--- src/rtl/mac_seq_ctrl.sv ---
// mac_seq_ctrl: sequences one dot-product job of runtime length LEN through a
// single shared signed array multiplier, a registered product stage and an
// accumulator, then returns the sum on a valid/ready port.
//
// Ports:
//   CLK, RST              clock (rising edge), asynchronous active-high reset
//   START, LEN            job request (sampled only in IDLE) and vector length
//   A_IN, B_IN, IN_VALID  signed operand pair with valid
//   IN_READY              controller accepts a pair (LOAD only)
//   RESULT, OUT_VALID     signed dot product and its valid
//   OUT_READY             consumer takes RESULT
//   BUSY                  controller is not idle

// Combinational signed array multiplier: shift-add of sign-extended operands,
// truncated to 2*W bits, which is exact for two's complement.
module mac_array_mult #(
  parameter int unsigned W = 6
) (
  input  logic signed [W-1:0]   a_i,
  input  logic signed [W-1:0]   b_i,
  output logic signed [2*W-1:0] prod_c_o
);
  localparam int unsigned PW = 2 * W;

  logic [PW-1:0] a_ext;
  logic [PW-1:0] b_ext;
  logic [PW-1:0] sum;

  // One partial-product row per multiplier bit.
  always_comb begin
    a_ext = PW'(a_i);
    b_ext = PW'(b_i);
    sum   = '0;
    for (int i = 0; i < int'(PW); i++) begin
      if (b_ext[i]) begin
        sum = sum + (a_ext << i);
      end
    end
  end

  assign prod_c_o = $signed(sum);
endmodule

module mac_seq_ctrl #(
  parameter int unsigned DATA_WIDTH = 6,
  parameter int unsigned MAX_LEN    = 8,
  parameter int unsigned LEN_W      = $clog2(MAX_LEN + 1),
  parameter int unsigned ACC_WIDTH  = 2 * DATA_WIDTH + $clog2(MAX_LEN)
) (
  input  logic                         CLK,
  input  logic                         RST,
  input  logic                         START,
  input  logic [LEN_W-1:0]             LEN,
  input  logic signed [DATA_WIDTH-1:0] A_IN,
  input  logic signed [DATA_WIDTH-1:0] B_IN,
  input  logic                         IN_VALID,
  output logic                         IN_READY,
  output logic signed [ACC_WIDTH-1:0]  RESULT,
  output logic                         OUT_VALID,
  input  logic                         OUT_READY,
  output logic                         BUSY
);
  localparam int unsigned PROD_W = 2 * DATA_WIDTH;

  typedef enum logic [1:0] {
    S_IDLE  = 2'd0,
    S_LOAD  = 2'd1,
    S_DRAIN = 2'd2,
    S_OUT   = 2'd3
  } state_t;

  state_t                     state_q;
  logic signed [PROD_W-1:0]   prod_q;
  logic                       pv_q;
  logic signed [ACC_WIDTH-1:0] acc_q;
  logic [LEN_W-1:0]           cnt_q;
  logic [LEN_W-1:0]           len_q;
  logic                       in_ready_q;
  logic                       out_valid_q;
  logic                       busy_q;

  logic signed [PROD_W-1:0]   mult_c;
  logic                       hs_c;
  logic                       last_c;

  mac_array_mult #(.W(DATA_WIDTH)) u_mult (
    .a_i      (A_IN),
    .b_i      (B_IN),
    .prod_c_o (mult_c)
  );

  assign hs_c   = IN_VALID & in_ready_q;
  // This handshake delivers the final pair of the job.
  assign last_c = (cnt_q + LEN_W'(1)) == len_q;

  // Datapath and controller; outputs are registered alongside the state.
  always_ff @(posedge CLK or posedge RST) begin
    if (RST) begin
      state_q     <= S_IDLE;
      prod_q      <= '0;
      pv_q        <= 1'b0;
      acc_q       <= '0;
      cnt_q       <= '0;
      len_q       <= '0;
      in_ready_q  <= 1'b0;
      out_valid_q <= 1'b0;
      busy_q      <= 1'b0;
    end else begin
      pv_q <= hs_c;
      if (hs_c) begin
        prod_q <= mult_c;
        cnt_q  <= cnt_q + LEN_W'(1);
      end
      if (pv_q) begin
        acc_q <= acc_q + ACC_WIDTH'(prod_q);
      end

      case (state_q)
        S_IDLE: begin
          if (START) begin
            acc_q  <= '0;
            cnt_q  <= '0;
            pv_q   <= 1'b0;
            len_q  <= LEN;
            busy_q <= 1'b1;
            if (LEN == '0) begin
              state_q     <= S_OUT;
              out_valid_q <= 1'b1;
            end else begin
              state_q    <= S_LOAD;
              in_ready_q <= 1'b1;
            end
          end
        end
        S_LOAD: begin
          if (hs_c && last_c) begin
            state_q    <= S_DRAIN;
            in_ready_q <= 1'b0;
          end
        end
        // Last product is folded into ACC on this edge.
        S_DRAIN: begin
          state_q     <= S_OUT;
          out_valid_q <= 1'b1;
        end
        S_OUT: begin
          if (OUT_READY) begin
            state_q     <= S_IDLE;
            out_valid_q <= 1'b0;
            busy_q      <= 1'b0;
          end
        end
        default: begin
          state_q     <= S_IDLE;
          in_ready_q  <= 1'b0;
          out_valid_q <= 1'b0;
          busy_q      <= 1'b0;
        end
      endcase
    end
  end

  assign IN_READY  = in_ready_q;
  assign OUT_VALID = out_valid_q;
  assign RESULT    = acc_q;
  assign BUSY      = busy_q;
endmodule

--- config.mk ---
export PLATFORM = sky130hd
export DESIGN_NAME = mac_seq_ctrl
export DESIGN_NICKNAME = d
export VERILOG_FILES = /design/src/rtl/mac_seq_ctrl.sv
export SDC_FILE = /design/constraint.sdc
export NUM_CORES = 1
export LEC_CHECK = 0
export CAP_MARGIN = 25
export CORE_ASPECT_RATIO = 0.5
export CORE_UTILIZATION = 25
export CTS_CLUSTER_SIZE = 30
export DETAILED_ROUTE_END_ITERATION = 8
export DONT_BUFFER_PORTS = 1
export SETUP_SLACK_MARGIN = 0.5
export SYNTH_ARGS = -nofsm -noshare
export SYNTH_HDL_FRONTEND = slang
export SYNTH_SLANG_ARGS = --single-unit
--- constraint.sdc ---
create_clock -name CLK -period 3.2 [get_ports CLK]
set_input_delay 0.32 -clock CLK [delete_from_list [all_inputs] [get_ports CLK]]
set_output_delay 0.32 -clock CLK [all_outputs]
set_load 0.03 [all_outputs]
==> impl_metrics.csv, run 1 <==
group,metric,value,unit
drt,routed_wl,15.1,mm
floorplanning,initial_utilization,0.257,
setup_path,critPathMaxFanout,13,
sta,worst-slew-pin-transition,0.863,ns
drt,first_pass_iters,5,
sta,post_route_minimum_period,9.87,ns
setup_path,timing.critical_path.arrival,10.04,ns
power,standby_leakage_power,3.41,nW
floorplanning,io-pin-count,39,
synth,average_footprint_of_a_synthesized_cell,8.39,sq um
setup_path,endpoint_kind,"register",
drt,detail_route.iter0.violations,271,
synth,netlist_top_cells_count,"sky130_fd_sc_hd__ha_1 (68), sky130_fd_sc_hd__nor2_1 (52), sky130_fd_sc_hd__a21oi_1 (50)",
run_status,failed_checks,"negative setup slack",
power,power-per-cell-area,856,mW/mm^2
setup_path,critPathMostFrequentCell,"sky130_fd_sc_hd__buf_4",
finish,regArea,0.00103,sq mm
power,p_int,3.43,mW
finish,antennaDiodeCount,0,
drt,route.antenna.remaining_nets,0,
synth,netlist-cell-type-count,59,
synth,synth.ff_latch_count,41,
sta,grt_setup_unrepaired,"true",
sta,final-hold-violation-count,0,
drt,detail_route.vias_per_cell,4.86,
synth,synth_flop_cell,"sky130_fd_sc_hd__dfrtp_1",
sta,drv_slew,0,
global_route,grt_antenna_before_repair,0,
setup_path,cp-endpoint,"prod_q[11]$_DFFE_PP0P_",
setup_path,timing.rr.start,"RESULT[1]$_DFF_PP0_",
synth,syn-num-nets,699,
synth,synth_sequential_area_ratio,0.204,
clock_tree,clockBufferDepth,2,
clock_tree,cts_htree_levels,2,
job,max_cap_viol_count,0,
setup_path,critical-path-slowest-cell,"sky130_fd_sc_hd__o41a_1",
drt,route.detailed.drc,0,
floorplanning,die_area,0.0207,sq mm
placement,hpwl,10.5,mm
clock_tree,cts.clk_slew.worst_paths,0.06,ns
finish,final_cells,1008,
global_route,grt_first_pass_wirelength,24.4,mm
floorplanning,chip_width,203,microns
synth,cell_area_after_synthesis,0.00503,sq mm
finish,multiInputGateArea,0.00439,sq mm
sta,fin_crit_sh,3.09,
sta,fin_setup_tns,-26.50,ns
setup_path,r2r_cells,10,
setup_path,setup.worst_path.class,"input pin to register",
clock_tree,cts-buffers-inserted,5,
drt,post_detailed_route_wirelength_per_cell,15.0,microns
drt,vias_post_dr,4897,
global_route,grt_use_total,0.147,
finish,syn2layout_area_growth,43.2,%
power,power.share.switching,0.444,
global_route,maximum_number_of_pins_on_one_net_before_global_route_repair,42,
clock_tree,root_buffer,"sky130_fd_sc_hd__clkbuf_16",
sta,worst_slew_margin_rel,0.424,
power,pwr-share-comb,0.713,
power,vdd_drop_max,0.000322,V
setup_path,startpoint_type,"input pin",
sta,timing.fmax,101,MHz
power,p_switching,2.74,mW
placement,place_inst,940,
finish,filler_cell_count,1938,
sta,finalWorstSetupSlack,-6.67,ns
power,power.clock.fraction,0.093,
synth,synth_edf_count,0,
synth,post-synth-top-area-fraction,0.204,
run_status,status,"complete, but fails checks",
setup_path,cpPeakStageDelay,0.42,ns
power,power_frac_seq,0.194,
clock_tree,clk_latency,0.28,ns
global_route,first_global_vias,4866,
min_path,timing.hold.worst.class,"input pin to asynchronous set/reset pin",
sta,fin_skew,0.00504,ns
floorplanning,std_cell_rows,36,
synth,synth.area.top_cells,"sky130_fd_sc_hd__dfrtp_1 (20%), sky130_fd_sc_hd__ha_1 (17%), sky130_fd_sc_hd__xnor2_1 (6.4%)",
synth,synthesis.instances,600,
setup_path,worstReg2RegEnd,"RESULT[12]$_DFF_PP0_",
placement,globalplace.congestion,0.839,
synth,yosys.area.top_type,"sky130_fd_sc_hd__dfrtp_1",
global_route,gr-total-overflow,0,
clock_tree,clock_sinks,41,
synth,yosysWarnings,0,
sta,worst_hold_slack,0.0962,ns
floorplanning,chipHeight,102,microns
synth,asr_flop_ratio_synth,1.00,
setup_path,startpoint,"A_IN[1]",
floorplanning,core_area,0.0196,sq mm
finish,num-nets-final,840,
setup_path,reg2reg_slack,0.64,ns
power,total_power,6.17,mW
sta,final_number_of_setup_violating_endpoints,8,
synth,yosysMostFrequentCell,"sky130_fd_sc_hd__ha_1",
setup_path,worstPathRequired,3.37,ns
finish,layout-drive-gt1-share,0.380,
placement,numPortBuffers,0,
clock_tree,clock_tree_from_tritoncts,"built",
==> stage by stage <==
step	utilization	worst slack, ns	cell area [sq um]
after global routing	0.368	-6.91	7210
after global placement	0.320	-6.80	6270
final	0.368	-6.67	7210
after CTS	0.358	-6.41	7020
after detailed placement	0.320	-6.93	6270
after floorplan	-	-6.55	5330
==> final cells by class <==
class | count | area share
Multi-Input combinational cell | 502 | 0.610
Timing Repair Buffer | 151 | 0.158
Sequential cell | 41 | 0.142
Tap cell | 266 | 0.0462
Inverter | 40 | 0.0208
Clock buffer | 6 | 0.0179
Clock inverter | 2 | 0.00538
==> cells in the final DEF (no fill, tap or decap), types with 9 or more instances in the layout <==
master,Yosys,routed
sky130_fd_sc_hd__buf_4,0,150
sky130_fd_sc_hd__nor2_1,52,50
sky130_fd_sc_hd__nand2_1,49,46
sky130_fd_sc_hd__ha_1,68,43
sky130_fd_sc_hd__dfrtp_1,41,41
sky130_fd_sc_hd__xnor2_1,37,30
sky130_fd_sc_hd__a21oi_1,50,29
sky130_fd_sc_hd__a21o_1,28,28
sky130_fd_sc_hd__inv_1,40,25
sky130_fd_sc_hd__o21ai_0,40,25
sky130_fd_sc_hd__a21oi_2,1,19
sky130_fd_sc_hd__ha_4,0,18
sky130_fd_sc_hd__mux2i_1,16,16
sky130_fd_sc_hd__inv_2,0,15
sky130_fd_sc_hd__xor2_1,16,14
sky130_fd_sc_hd__o21a_1,14,14
sky130_fd_sc_hd__nand3_1,10,9
==> per-layer routing <==
layer | vias up | GRT usage | wire length [microns]
li1 | 2437 | - | -
met1 | 2343 | 0.196 | 7330
met2 | 89 | 0.247 | 6840
met3 | 28 | 0.0198 | 572
met4 | 0 | 0.0526 | 380
met5 | - | 0 | 0
==> critical path, delay by kind of cell <==
kind / cells / cell delay, ns
muxes: 1 / 0.26
AOI/OAI and AO/OA: 10 / 1.66
adders and majority gates: 5 / 1.32
buffers and inverters: 43 / 5.36
xor gates and xnor gates: 3 / 0.58
and+or+nand+nor: 2 / 0.47
==> power groups by stage <==
| stage | Combinational [mW] | Clock (mW) | Sequential (mW) |
|---|---|---|---|
| finish | 4.40 | 0.574 | 1.19 |
| global route | 4.87 | 0.611 | 1.24 |
| CTS | 4.11 | 0.584 | 1.20 |
| detailed placement | 3.74 | 0 | 1.21 |
| global placement | 3.67 | 0 | 1.20 |
| floorplan | 2.87 | 0 | 1.16 |
==> flip-flops by register name (all words and copies together), names as in the netlist, 2 cells and up <==
register / flops
cnt_q: 4
RESULT: 15
state_q: 2
prod_q: 12
len_q: 4
==> worst min path at each step <==
stage	start	to
2_1_floorplan	prod_q[0]$_DFFE_PP0P_	prod_q[0]$_DFFE_PP0P_
3_3_place_gp	RST	BUSY$_DFFE_PP0P_
3_5_place_dp	RST	BUSY$_DFFE_PP0P_
4_1_cts	RST	BUSY$_DFFE_PP0P_
5_1_grt	RST	state_q[0]$_DFFE_PP0P_
6_report	RST	RESULT[14]$_DFF_PP0_
==> what timing repair did <==
| item | 4_1_cts | 5_1_grt |
|---|---|---|
| buffers inserted | 54 | 6 |
| resized for setup | 40 | 28 |
| hold endpoints to repair | 0 | 0 |
| pin swaps | 49 | 26 |
| setup endpoints to repair | 9 | 12 |
| hold buffers | 0 | 0 |
==> kinds of logic after synthesis <==
kind of cell             Yosys count  synth area share
AO/OA/AOI/OAI                    185             0.240
AND/OR/NAND/NOR                  156             0.142
adder cells (fa/ha/maj)           80             0.213
buffers and inverters             57            0.0440
XOR/XNOR                          56             0.106
flip-flops                        41             0.204
multiplexers                      25            0.0519
(Power assumes the default switching activity.)
==> run 2, diff against run 1 <==
TNS_END_PERCENT = 50   (was not set)
==> run 2 against run 1 <==
  * The flow still finishes with violations (negative setup slack)
  * Setup slack improved by 0.20 ns
  * Die area did not move
  * Combinational power fell by 1%
  * Via count fell by 3.5%
  * Final cell count fell by 3.2%
  * Sequential share of layout area rose by 0.42 points
  * Register-to-register slack got worse by 0.03 ns
  * Clock skew rose by 0.0015 ns
  * Critical path type unchanged
  * Critical endpoint unchanged
  * Routed wire length fell by 5.0%
  * First-iteration DRC count fell by 38%
  * Core utilization fell by 1.0 points
==> impl_metrics.csv, run 2 (same netlist as run 1, synthesis figures left out) <==
group,metric,value,unit
floorplanning,std_cell_rows,36,
finish,top_library_cells_by_usage_in_the_layout_fill_and_taps_aside,"sky130_fd_sc_hd__buf_4 (119), sky130_fd_sc_hd__nor2_1 (52), sky130_fd_sc_hd__nand2_1 (47)",
sta,final-hold-violation-count,0,
setup_path,setup.worst_path.class,"input pin to register",
finish,largest_register_ffs,15,
global_route,use_met3,0.0179,
job,max_cap_viol_count,0,
placement,numPortBuffers,0,
global_route,grt_use_total,0.138,
finish,num-nets-final,808,
min_path,timing.hold.worst.class,"input pin to asynchronous set/reset pin",
clock_tree,cts_hold_buffers,0,
clock_tree,cts.clk_slew.worst_paths,0.06,ns
sta,finalWorstSetupSlack,-6.47,ns
power,power.share.switching,0.453,
finish,final_common_cell,"sky130_fd_sc_hd__buf_4",
floorplanning,initial_utilization,0.257,
sta,post_route_minimum_period,9.67,ns
setup_path,startpoint_type,"input pin",
sta,fin_skew,0.00657,ns
finish,syn2layout_area_growth,39.1,%
clock_tree,clk_latency,0.28,ns
placement,hpwl,10.7,mm
global_route,maximum_number_of_pins_on_one_net_before_global_route_repair,42,
clock_tree,root_buffer,"sky130_fd_sc_hd__clkbuf_16",
setup_path,worstPathRequired,3.36,ns
power,pwr-share-comb,0.722,
setup_path,critical-path-slowest-cell,"sky130_fd_sc_hd__fa_2",
floorplanning,chip_width,203,microns
drt,vias_post_dr,4725,
sta,fin_crit_sh,3.02,
sta,timing.fmax,103,MHz
global_route,grt_first_pass_wirelength,23.0,mm
sta,worst_slew_margin_rel,0.417,
clock_tree,clock_tree_from_tritoncts,"built",
drt,first_pass_iters,4,
drt,detail_route.iter0.violations,168,
drt,detail_route.vias_per_cell,4.84,
finish,layout-drive-gt1-share,0.356,
floorplanning,io-pin-count,39,
setup_path,critPathTopFamily,"adder cells",
global_route,busiest_layer,"met2",
setup_path,critPathMostFrequentCell,"sky130_fd_sc_hd__inv_2",
floorplanning,core_area,0.0196,sq mm
sta,worst-slew-pin-transition,0.873,ns
run_status,failed_checks,"negative setup slack",
floorplanning,die_area,0.0207,sq mm
sta,final_number_of_setup_violating_endpoints,8,
finish,final_design_area_no_fill,0.00700,sq mm
setup_path,endpoint_kind,"register",
clock_tree,cts-buffers-inserted,5,
global_route,grt_antenna_before_repair,0,
placement,globalplace.congestion,0.853,
setup_path,cpPeakStageDelay,0.52,ns
clock_tree,clock_sinks,41,
drt,post_detailed_route_wirelength_per_cell,14.7,microns
clock_tree,clockBufferDepth,2,
clock_tree,cts_htree_levels,2,
setup_path,path_buf_inv,7,
sta,grt_setup_unrepaired,"true",
global_route,gr-total-overflow,0,
power,p_int,3.30,mW
floorplanning,chipHeight,102,microns
setup_path,critPathMaxFanout,13,
power,p_switching,2.73,mW
finish,antennaDiodeCount,0,
drt,route.detailed.drc,0,
placement,dpl_worst_slack,-6.97,ns
run_status,status,"complete, but fails checks",
power,power_frac_seq,0.197,
setup_path,timing.critical_path.arrival,9.84,ns
drt,routed_wl,14.4,mm
global_route,grtUsageMet2,0.241,
power,power-per-cell-area,861,mW/mm^2
power,standby_leakage_power,3.24,nW
power,power.clock.fraction,0.080,
power,total_power,6.03,mW
global_route,first_global_vias,4605,
drt,route.antenna.remaining_nets,0,
global_route,use_met1,0.183,
placement,area_after_detailed_placement,0.00629,sq mm
sta,drv_slew,0,
power,vdd_drop_max,0.000366,V
-- run 2: cell types whose count changed in the layout (fill, tap and decap cells not counted), moves of 3 or more --
cell                      delta
sky130_fd_sc_hd__o21ai_2     +3
sky130_fd_sc_hd__fa_1        -3
sky130_fd_sc_hd__a21oi_1     +4
sky130_fd_sc_hd__a21oi_2     -6
sky130_fd_sc_hd__fa_2        +3
sky130_fd_sc_hd__buf_4      -31
-- run 2: worst register-to-register path, stage by stage (launching register included) --
cell                        delay [ns]
sky130_fd_sc_hd__dfrtp_1          0.38
sky130_fd_sc_hd__buf_4            0.19
sky130_fd_sc_hd__fa_2             0.41
sky130_fd_sc_hd__a21o_1           0.20
sky130_fd_sc_hd__a21oi_2          0.19
sky130_fd_sc_hd__o21bai_1         0.15
sky130_fd_sc_hd__a21oi_2          0.24
sky130_fd_sc_hd__a211oi_2         0.13
sky130_fd_sc_hd__a2111oi_0        0.45
sky130_fd_sc_hd__a21oi_1          0.08
sky130_fd_sc_hd__nor2_1           0.11
-- run 2: final cells by class --
| cell class | count | area (sq um) |
|---|---|---|
| fill | 1957 | 12600 |
| inverter | 40 | 150 |
| multi-input combinational | 502 | 4460 |
| clock buffer | 5 | 125 |
| tap | 266 | 333 |
| timing repair buffer | 119 | 893 |
| clock inverter | 3 | 17.5 |
| sequential | 41 | 1030 |
-- run 2: layer usage --
layer	share of wire	vias to the layer above
met3	0.035	8
met2	0.48	52
met5	0	-
li1	-	2378
met4	0.0090	0
met1	0.48	2287
-- run 2: final timing paths --
| path | slack [ns] | cells after the start | start | to |
|---|---|---|---|---|
| max | -6.47 | 47 | A_IN[1] | prod_q[11]$_DFFE_PP0P_ |
| max in group asynchronous | 2.55 | 1 | RST | prod_q[1]$_DFFE_PP0P_ |
| max reg2reg | 0.61 | 10 | RESULT[1]$_DFF_PP0_ | RESULT[10]$_DFF_PP0_ |
| min reg2reg | 0.50 | 2 | prod_q[3]$_DFFE_PP0P_ | prod_q[3]$_DFFE_PP0P_ |
| min in group CLK | 0.19 | 2 | B_IN[0] | prod_q[0]$_DFFE_PP0P_ |
| min | 0.11 | 1 | RST | state_q[0]$_DFFE_PP0P_ |
-- run 2: what timing repair did --
action	4_1_cts	5_1_grt
setup endpoints to repair	13	13
pin swaps	66	60
buffers inserted	15	10
gates resized for setup	45	37
-- run 2: power groups by stage --
stage,logic (mW),clock network (mW),registers (mW)
final,4.35,0.485,1.19
after CTS,4.06,0.500,1.20
after global placement,3.68,0,1.20
after floorplan,2.86,0,1.16
after detailed placement,3.77,0,1.21
after global routing,4.82,0.519,1.23
-- run 2: stage by stage --
step | hold WS (ns) | cells | setup TNS [ns] | utilization
6_report | 0.107 | 976 | -25.91 | 0.357
3_3_place_gp | 0.435 | 943 | -29.07 | 0.321
3_5_place_dp | 0.439 | 943 | -29.64 | 0.321
5_1_grt | 0.180 | 976 | -28.08 | 0.357
2_1_floorplan | 0.443 | 600 | -27.83 | -
4_1_cts | 0.141 | 966 | -26.24 | 0.343
